--- config.mk ---
export PLATFORM = sky130hd
export DESIGN_NAME = axi_config_regfile
export DESIGN_NICKNAME = d
export VERILOG_FILES = /design/src/rtl/axi_config_regfile.sv
export SDC_FILE = /design/constraint.sdc
export NUM_CORES = 1
export LEC_CHECK = 0
export CORE_MARGIN = 5
export CORE_UTILIZATION = 40
export CTS_CLUSTER_DIAMETER = 200
export DETAILED_ROUTE_END_ITERATION = 12
export PLACE_DENSITY = 0.69
export RECOVER_POWER = 50
export SLEW_MARGIN = 10
export SYNTH_ARGS = -nofsm -noshare
export SYNTH_HDL_FRONTEND = slang
export SYNTH_SLANG_ARGS = --single-unit
--- constraint.sdc ---
create_clock -name clk -period 2.25 [get_ports clk]
set_input_delay 0.225 -clock clk [delete_from_list [all_inputs] [get_ports clk]]
set_output_delay 0.225 -clock clk [all_outputs]
set_load 0.02 [all_outputs]
--- src/rtl/axi_config_regfile.sv ---
// axi_config_regfile
//   Control/status register bank behind the AXI config read/write adapters.
//   Reads are a zero-latency combinational mux on raddr; writes commit on
//   the rising clk edge where wr is high. Also holds sticky STATUS capture,
//   a registered interrupt and a saturating event counter.
//
//   Optional feature macro: AXI_CONFIG_REGFILE_TIMESTAMP_EN
//     defined   : offset 0x18 is a free-running, writable cycle counter
//     undefined : offset 0x18 reads 0, writes ignored, no counter flops
//
// Ports
//   clk        in   sole clock
//   rst_n      in   asynchronous active-low reset
//   rd         in   read strobe            raddr  in  read byte address
//   rdata      out  read data (comb.)      rvalid out equals rd (comb.)
//   wr         in   write strobe           waddr  in  write byte address
//   wdata      in   write data             wstrb  in  byte enables
//   status_in  in   per-bit set pulses into STATUS
//   event_in   in   EVCNT increment pulse
//   ctrl_out   out  CTRL register contents
//   user_out   out  USER registers, USER[0] in the LSBs
//   irq        out  registered |(STATUS & IRQ_EN)
module axi_config_regfile #(
  parameter int                    ADDR_WIDTH = 32,
  parameter int                    DATA_WIDTH = 32,
  parameter int                    STRB_WIDTH = DATA_WIDTH / 8,
  parameter logic [ADDR_WIDTH-1:0] BASE_ADDR  = '0,
  parameter logic [31:0]           ID_VALUE   = 32'h4346_4701,
  parameter int                    N_USER     = 4
) (
  input  logic                         clk,
  input  logic                         rst_n,
  input  logic                         rd,
  input  logic [ADDR_WIDTH-1:0]        raddr,
  output logic [DATA_WIDTH-1:0]        rdata,
  output logic                         rvalid,
  input  logic                         wr,
  input  logic [ADDR_WIDTH-1:0]        waddr,
  input  logic [DATA_WIDTH-1:0]        wdata,
  input  logic [STRB_WIDTH-1:0]        wstrb,
  input  logic [31:0]                  status_in,
  input  logic                         event_in,
  output logic [31:0]                  ctrl_out,
  output logic [32*N_USER-1:0]         user_out,
  output logic                         irq
);

  if (DATA_WIDTH != 32) begin : g_bad_width
    $error("axi_config_regfile: only DATA_WIDTH = 32 is supported");
  end
  if (N_USER < 1 || N_USER > 8) begin : g_bad_nuser
    $error("axi_config_regfile: N_USER must be in 1..8");
  end
  if (BASE_ADDR[7:0] != 8'h00) begin : g_bad_base
    $error("axi_config_regfile: BASE_ADDR[7:0] must be zero");
  end

  localparam logic [5:0] IDX_ID      = 6'd0;
  localparam logic [5:0] IDX_SCRATCH = 6'd1;
  localparam logic [5:0] IDX_CTRL    = 6'd2;
  localparam logic [5:0] IDX_STATUS  = 6'd3;
  localparam logic [5:0] IDX_IRQ_EN  = 6'd4;
  localparam logic [5:0] IDX_EVCNT   = 6'd5;
  localparam logic [5:0] IDX_TS      = 6'd6;
  localparam int         IDX_USER0   = 8;

  // Expand byte strobes into a bit mask.
  function automatic logic [DATA_WIDTH-1:0] strb_mask(input logic [STRB_WIDTH-1:0] s);
    logic [DATA_WIDTH-1:0] m;
    m = '0;
    for (int i = 0; i < STRB_WIDTH; i++) begin
      m[8*i +: 8] = {8{s[i]}};
    end
    return m;
  endfunction

  function automatic logic [DATA_WIDTH-1:0] merge(input logic [DATA_WIDTH-1:0] old_v,
                                                  input logic [DATA_WIDTH-1:0] new_v,
                                                  input logic [DATA_WIDTH-1:0] mask);
    return (old_v & ~mask) | (new_v & mask);
  endfunction

  logic [DATA_WIDTH-1:0] scratch_q, ctrl_q, status, irq_en_q, evcnt;
  logic [DATA_WIDTH-1:0] user_q [N_USER];
  logic [DATA_WIDTH-1:0] status_next, irq_en_next, wmask, ts_rd;

  logic       w_hit, r_hit, w_en;
  logic [5:0] w_idx, r_idx;
  logic       unused_addr_lsbs;

  assign w_hit = (waddr[ADDR_WIDTH-1:8] == BASE_ADDR[ADDR_WIDTH-1:8]);
  assign r_hit = (raddr[ADDR_WIDTH-1:8] == BASE_ADDR[ADDR_WIDTH-1:8]);
  assign w_idx = waddr[7:2];
  assign r_idx = raddr[7:2];
  assign unused_addr_lsbs = ^{waddr[1:0], raddr[1:0]};

  // An all-zero wstrb is a no-op everywhere, including the clear-on-write
  // side effects of STATUS and EVCNT.
  assign w_en  = wr && w_hit && (|wstrb);
  assign wmask = strb_mask(wstrb);

  // STATUS and IRQ_EN next values feed both their flops and irq, so irq
  // reflects the state being loaded this edge (one cycle after the cause).
  always_comb begin
    status_next = status | status_in;
    irq_en_next = irq_en_q;
    if (w_en && w_idx == IDX_STATUS) begin
      status_next = (status & ~(wdata & wmask)) | status_in;
    end
    if (w_en && w_idx == IDX_IRQ_EN) begin
      irq_en_next = merge(irq_en_q, wdata, wmask);
    end
  end

  always_ff @(posedge clk or negedge rst_n) begin
    if (!rst_n) begin
      scratch_q <= '0;
      ctrl_q    <= '0;
      status    <= '0;
      irq_en_q  <= '0;
      irq       <= 1'b0;
    end else begin
      if (w_en && w_idx == IDX_SCRATCH) scratch_q <= merge(scratch_q, wdata, wmask);
      if (w_en && w_idx == IDX_CTRL)    ctrl_q    <= merge(ctrl_q, wdata, wmask);
      status   <= status_next;
      irq_en_q <= irq_en_next;
      irq      <= |(status_next & irq_en_next);
    end
  end

  // Saturating event counter; a clearing write racing event_in loads 1.
  always_ff @(posedge clk or negedge rst_n) begin
    if (!rst_n) begin
      evcnt <= '0;
    end else if (w_en && w_idx == IDX_EVCNT) begin
      evcnt <= event_in ? DATA_WIDTH'(1) : '0;
    end else if (event_in && evcnt != '1) begin
      evcnt <= evcnt + DATA_WIDTH'(1);
    end
  end

  for (genvar k = 0; k < N_USER; k++) begin : g_user
    always_ff @(posedge clk or negedge rst_n) begin
      if (!rst_n) begin
        user_q[k] <= '0;
      end else if (w_en && w_idx == 6'(IDX_USER0 + k)) begin
        user_q[k] <= merge(user_q[k], wdata, wmask);
      end
    end
    assign user_out[32*k +: 32] = user_q[k];
  end

`ifdef AXI_CONFIG_REGFILE_TIMESTAMP_EN
  logic [DATA_WIDTH-1:0] ts_q, ts_inc;
  assign ts_inc = ts_q + DATA_WIDTH'(1);

  // Unwritten bytes keep counting, so they take the incremented value.
  always_ff @(posedge clk or negedge rst_n) begin
    if (!rst_n) begin
      ts_q <= '0;
    end else if (w_en && w_idx == IDX_TS) begin
      ts_q <= merge(ts_inc, wdata, wmask);
    end else begin
      ts_q <= ts_inc;
    end
  end
  assign ts_rd = ts_q;
`else
  assign ts_rd = '0;
`endif

  // Side-effect-free read mux: safe when rd is held across stalled beats.
  always_comb begin
    rdata = '0;
    if (r_hit) begin
      case (r_idx)
        IDX_ID:      rdata = ID_VALUE;
        IDX_SCRATCH: rdata = scratch_q;
        IDX_CTRL:    rdata = ctrl_q;
        IDX_STATUS:  rdata = status;
        IDX_IRQ_EN:  rdata = irq_en_q;
        IDX_EVCNT:   rdata = evcnt;
        IDX_TS:      rdata = ts_rd;
        default: begin
          for (int k = 0; k < N_USER; k++) begin
            if (r_idx == 6'(IDX_USER0 + k)) rdata = user_q[k];
          end
        end
      endcase
    end
  end

  assign rvalid   = rd;
  assign ctrl_out = ctrl_q;

endmodule

==> qor.yml, run 1 <==
floorplanning:
  initial_core_util_pct: 40.6
  core-area_sq_um: 35600
  rows: 69
  ios: 331
  die_height_um: 200
  die_area_sq_um: 40000
  die_w_um: 200
timing:
  tns_ns: -0.159
  period_share_pct: 106
  fin_ws_ns: -0.145
  fin_crit_ns: 2.40
  worstMarginPinSlew_ns: 1.25
  clock_skew_ns: 0.0193
  setup_violations: 2
  relSlewSlack_pct: 16.9
  max_freq_mhz: 418
  slew_violations: 0
  grt_setup_unrepaired: "yes"
  hold_viol_final: 0
routing:
  vias_per_cell: 5.81
  vias: 13044
  wl_per_cell_um: 25.9
  detail_route.first_pass.iterations: 5
  wirelength_um: 58100
  drt-initial-drc-count: 977
  drc: 0
  antenna_left: 0
flow_run:
  max_cap_violations: 0
cts:
  root_buffer: "clkbuf_16"
  cts_buffers: 34
  clk_latency_ns: 0.52
  htree_levels: 2
  cts_tree: "done"
  cts_max_path_buffers: 3
  clock_sinks: 289
  path_clk_slew_ns: 0.06
critical_path:
  cp-end-kind: "register"
  arrival_ns: 2.77
  worstSetupStartpointType: "input port"
  crit_path_max_fanout: 5
  cp.required_ns: 2.62
  cp_cell_sequence: "clkdlybuf4s50_1 -> buf_4 -> nor4_2 -> buf_4 -> nand3_1 -> nor4_4 -> buf_6 -> buf_4 -> mux2_2 -> a32o_1 -> nor4_2 -> nand4_1"
  cp_common_cell: "buf_4"
  crit_buf_inv: 5
  worstSetupPathType: "in -> reg"
  cp_slowest_cell: "clkdlybuf4s50_1"
  path_delay_family: "buffers and inverters"
  cp_slowest_stage_delay_ns: 0.44
placement:
  post-place-ws_ns: -1.00
  dpl.hpwl_um: 41900
  place.gp.congestion: 0.937
  io_buffers: 324
  placed_area_sq_um: 20100
synth:
  ys.flop_type: "dfrtp_1"
  synth_edf_count: 0
  synth_top_area_share_pct: 50.1
  yosysWarnings: 0
  async_flop_share_pct: 100
  avgSynthCellArea_sq_um: 11.7
  syn_nets: 1375
  netlist_area_sq_um: 14400
  yosysSeqAreaShare_pct: 50.1
  synth-seq-cells: 289
  yosysUniqueCellTypes: 53
  yosysMostFrequentCell: "dfrtp_1"
  synthTopCellsByCount: "dfrtp_1, mux2_2, nand2_1, nor2_1, clkbuf_1"
  synthCells: 1237
  synth_area_leaders: "dfrtp_1, mux2_2, nand2_1, mux2i_1, a311oi_1"
  synth_area_leader_cell: "dfrtp_1"
grt:
  grt_max_degree: 89
  grt_antenna_before_repair: 10
  grt_pass1_vias: 13671
  track_usage_pct: 27.9
  grt_pass1_wl_um: 84900
  grt.overflow.total: 0
status:
  status: "complete, but fails checks"
  violations: "negative setup slack"
cells_and_area:
  drive_gt1_share_pct: 42.1
  syn_to_final_growth_pct: 55.1
  finish.instance_area_sq_um: 22400
  fin_util_pct: 62.9
  nNetsFinal: 1895
power:
  p_per_area_nw_per_um2: 541
  p_leak_uw: 0.00993
  ir_worst_vdd_mv: 0.449
hold_path:
  worst_hold_path_type: "in -> reg"
[cells in the final DEF, fill, tap and decap left out, drive strengths merged, types with 17 or more instances in the layout]
cell,n
buf,268
a22oi,31
a21oi,39
nor4,22
or2,17
clkbuf,61
dfrtp,289
mux2i,32
clkdlybuf4s50,236
dlymetal6s2s,20
mux2,256
xnor2,29
nand2b,21
nand2,102
a221oi,31
and2,17
o21ai,33
nor2,70
nand3,21
a311oi,32
[through the flow]
step / hold slack, ns / instances / power [uW]
floorplan: -0.0706 / 1237 / 5720
global placement: 0.0777 / 2142 / 6470
detailed placement: 0.0756 / 2142 / 6490
CTS: 0.127 / 2234 / 12100
global route: 0.382 / 2245 / 12400
finish: 0.369 / 2246 / 12100
[where the power goes]
part           internal [uW]  switching, uW  total (uW)
logic                    544            650        1190
registers               5250           36.9        5280
clock network           3420           2210        5630
total                   9210           2890       12100
[what timing repair did]
item	CTS	global route
cloned	5	3
hold buffers	1	0
setup endpoints to repair	199	250
setup buffers	32	15
gates resized for setup	318	125
pin swaps	37	43
hold endpoints to repair	289	0
[layout make-up]
type | instances | area [sq um]
fillers | 2806 | 13200
multi-input cells | 867 | 7860
flip-flops and latches | 289 | 7230
repair buffers | 553 | 5530
clock buffers | 50 | 1000
well taps | 461 | 577
clock inverters | 8 | 119
inverters | 12 | 45.0
diodes | 6 | 15.0
[cell families (layout without fill, tap and decap cells)]
group	after synthesis	count (layout)	synth area share (%)
and+or+nand+nor	332	332	12.4
muxes	289	289	22.4
DFF	289	289	50.1
AOI/OAI and AO/OA	216	216	11.1
buffers and inverters	81	623	2.20
xor gates and xnor gates	29	29	1.76
adders and majority gates	1	1	0.0867
other	0	6	0
[tightest hold or removal path: stages]
cell and delay, ns:
dlymetal6s2s_1 0.13, buf_4 0.19, nand2_4 0.14, mux2_2 0.16
[routing by layer]
| layer | global-route usage [%] | routed length (um) | up-vias |
|---|---|---|---|
| met5 | 0 | 70 | - |
| met4 | 10.4 | 2380 | 10 |
| met3 | 6.19 | 4350 | 148 |
| met2 | 46.2 | 28100 | 548 |
| met1 | 36.0 | 23200 | 6675 |
| li1 | - | - | 5663 |
[final timing paths]
| check | from | endpoint | slack (ns) | depth (start not counted) |
|---|---|---|---|---|
| setup / recovery | waddr[6] | irq | -0.15 | 12 |
| hold / removal | wstrb[0] | register | 0.37 | 4 |
| setup reg to reg | evcnt[4] | evcnt[29] | -0.01 | 8 |
| hold reg to reg | register | register | 0.51 | 1 |
| max in group asynchronous | rst_n | async pin | 0.31 | 3 |
| min in group asynchronous | rst_n | async pin | 0.50 | 2 |
Note: power is estimated with default switching activity, not from simulation.
==> inputs of run 2 (changes only) <==
CELL_PAD_IN_SITES_DETAIL_PLACEMENT = 1   (was not set)
CELL_PAD_IN_SITES_GLOBAL_PLACEMENT = 2   (was not set)
CORE_UTILIZATION = 30   (was 40)
PLACE_DENSITY = not set   (was 0.69)
PLACE_DENSITY_LB_ADDON = 0.1   (was not set)
SETUP_SLACK_MARGIN = 0.1   (was not set)
==> qor.yml, run 2 (synthesized netlist as in run 1, its figures left out) <==
critical_path:
  worstSetupPathType: "in -> out"  # was in -> reg
  cp_slowest_cell: "a311oi_2"  # was clkdlybuf4s50_1
  crit_path_max_fanout: 5  # unchanged
  path_delay_family: "buffers and inverters"  # unchanged
  arrival_ns: 2.03  # was 2.77 ns
  cp_slowest_stage_delay_ns: 0.27  # was 0.44 ns
  worstSetupStartpointType: "input port"  # unchanged
  cp_common_cell: "buf_6"  # was buf_4
  cp_cell_sequence: "buf_8 -> nor3_4 -> buf_6 -> inv_4 -> buf_6 -> a31oi_4 -> buf_6 -> buf_12 -> buf_8 -> buf_6 -> a221oi_4 -> a311oi_2 -> buf_4"  # was clkdlybuf4s50_1 -> buf_4 -> nor4_2 -> buf_4 -> nand3_1 -> nor4_4 -> buf_6 -> buf_4 -> mux2_2 -> a32o_1 -> nor4_2 -> nand4_1
  crit_buf_inv: 9  # was 5
  cp-end-kind: "primary output"  # was register
  cp.required_ns: 2.03  # was 2.62 ns
timing:
  fin_crit_ns: 2.25  # was 2.40 ns
  relSlewSlack_pct: -12.9  # was 16.9%
  worstMarginPinSlew_ns: 1.69  # was 1.25 ns
  grt_setup_unrepaired: "yes"  # unchanged
  setup_violations: 1  # was 2
  period_share_pct: 100  # was 106%
  fin_ws_ns: -0.00103  # was -0.145 ns
  max_freq_mhz: 444  # was 418 MHz
  hold_viol_final: 0  # unchanged
  clock_skew_ns: 0.0188  # was 0.0193 ns
  slew_violations: 62  # was 0
floorplanning:
  die_area_sq_um: 52600  # was 40,000 sq um
  core-area_sq_um: 47600  # was 35,600 sq um
  die_height_um: 229  # was 200 um
  ios: 331  # unchanged
  initial_core_util_pct: 30.3  # was 40.6%
  rows: 80  # was 69
  die_w_um: 229  # was 200 um
power:
  swShare_pct: 25.5  # was 23.9%
  p_leak_uw: 0.0105  # was 0.00993 uW
  pwr-share-seq_pct: 41.7  # was 43.6%
  power.internal_uw: 9420  # was 9210 uW
  clkPwrFrac_pct: 46.8  # was 46.5%
  combPwrFrac_pct: 11.5  # was 9.9%
  ir_worst_vdd_mv: 0.410  # was 0.449 mV
  p_switching_uw: 3220  # was 2890 uW
  p_per_area_nw_per_um2: 523  # was 541 nW/um^2
cts:
  root_buffer: "clkbuf_16"  # unchanged
  cts_tree: "done"  # unchanged
  path_clk_slew_ns: 0.05  # was 0.06 ns
  cts_buffers: 37  # was 34
  clock_sinks: 289  # unchanged
  clk_latency_ns: 0.55  # was 0.52 ns
  cts_max_path_buffers: 3  # unchanged
  htree_levels: 2  # unchanged
routing:
  vias_per_cell: 5.28  # was 5.81
  antenna_left: 0  # unchanged
  drt-initial-drc-count: 644  # was 977
  wirelength_um: 68300  # was 58,100 um
  wl_per_cell_um: 27.3  # was 25.9 um
  detail_route.first_pass.iterations: 5  # unchanged
  drc: 0  # unchanged
  vias: 13181  # was 13,044
flow_run:
  max_cap_violations: 1  # was 0
cells_and_area:
  nNetsFinal: 1995  # was 1,895
  syn_to_final_growth_pct: 67.5  # was 55.1%
  finish.instance_area_sq_um: 24200  # was 22,400 sq um
  seq_area_sq_um: 7230  # about the same
  final_cell_mix: "dfrtp_1, clkdlybuf4s50_1, buf_4, mux2_2, buf_6"  # was dfrtp_1, mux2_2, clkdlybuf4s50_1, buf_4, nand2_1
  drive_gt1_share_pct: 49.6  # was 42.1%
  fin_cells: 2496  # was 2,246
  layout_commonest_cell: "dfrtp_1"  # unchanged
  nFillCells: 4963  # was 2,806
  multi_input_area_sq_um: 8630  # was 7860 sq um
grt:
  grt_antenna_before_repair: 9  # was 10
  grt_pass1_wl_um: 100000  # was 84,900 um
  grt.overflow.total: 0  # unchanged
  grt_pass1_vias: 14680  # was 13,671
  track_usage_pct: 25.1  # was 27.9%
  grt_max_degree: 66  # was 89
placement:
  placed_area_sq_um: 20400  # was 20,100 sq um
  dpl.hpwl_um: 49900  # was 41,900 um
  dp_cells: 2331  # was 2,142
  io_buffers: 324  # unchanged
  place.gp.congestion: 0.841  # was 0.937
status:
  status: "complete, but fails checks"  # unchanged
  violations: "max-capacitance violations, max-slew violations, negative setup slack"  # was negative setup slack
hold_path:
  worst_hold_path_type: "in -> reg"  # unchanged
==> run 2: cell count changes in the layout (fill, tap and decap cells not counted), sizes merged, moves of 3 or more <==
cell and delta:
buf +104, dlymetal6s2s -19, clkbuf +14, clkdlybuf4s50 -10, clkdlybuf4s15 +4, dlygate4sd2 +4, diode -3
==> run 2: layout make-up <==
type                    instances  share of cell area (%)
multi-input cells             867                    35.7
flip-flops and latches        289                    29.9
repair buffers                650                    26.1
clock buffers                  50                    4.24
well taps                     615                    3.19
clock inverters                10                   0.533
inverters                      12                   0.197
diodes                          3                  0.0311
==> run 2: tightest hold or removal path, delay by kind of cell <==
kind	cells	cell delay (ns)
buffers and inverters	1	0.07
and+or+nand+nor	3	0.32
AOI/OAI and AO/OA	1	0.16
==> run 2: routing by layer <==
layer  GRT usage [%]  routed length, um  vias up  part of all wire, %
li1                -                  -     5861                    -
met1            33.5              30300     6907                   44
met2            42.5              33100      326                   49
met3            5.81               3570       77                  5.2
met4            4.34               1200       10                  1.8
met5               0                 62        -                0.091
==> run 2: stage by stage <==
stage | TNS (ns) | power, uW | hold slack (ns) | utilization [%] | setup slack [ns]
after CTS | -0.111 | 12700 | 0.238 | 49.2 | -0.0933
final | -0.00103 | 12600 | 0.297 | 50.7 | -0.00103
after global routing | -0.861 | 13100 | 0.301 | 50.7 | -0.0889
after floorplan | -0.197 | 5720 | -0.0706 | - | -0.197
after global placement | -161.82 | 6560 | 0.227 | 42.9 | -0.978
after detailed placement | -176.94 | 6580 | 0.222 | 42.9 | -1.00
==> run 2: path summary, 6_finish.rpt <==
kind / from / endpoint / depth (start not counted) / slack (ns)
worst max-delay path: raddr[7] / rdata[8] / 13 / -0.001
worst min-delay path: waddr[22] / status[6] / 5 / 0.30
worst max register to register: evcnt[10] / evcnt[28] / 12 / 0.02
worst min register to register: register / register / 1 / 0.51
max in group asynchronous: rst_n / evcnt[24] / 3 / 0.31
min in group asynchronous: rst_n / async pin / 2 / 0.63
==> run 2: power groups by stage <==
stage	Combinational, uW	Clock [uW]	Sequential [uW]
2_1_floorplan	334	0	5390
3_3_place_gp	1190	0	5370
3_5_place_dp	1210	0	5370
4_1_cts	1350	6060	5270
5_1_grt	1540	6260	5270
6_report	1450	5910	5270
==> run 2: what timing repair did <==
action | in CTS | in global routing
pin swaps | 81 | 110
resized for setup | 473 | 192
buffers inserted | 77 | 25
hold buffers | 1 | 0
endpoints found under the hold margin | 55 | 0
cloned | 8 | 0
setup endpoints to repair | 253 | 254
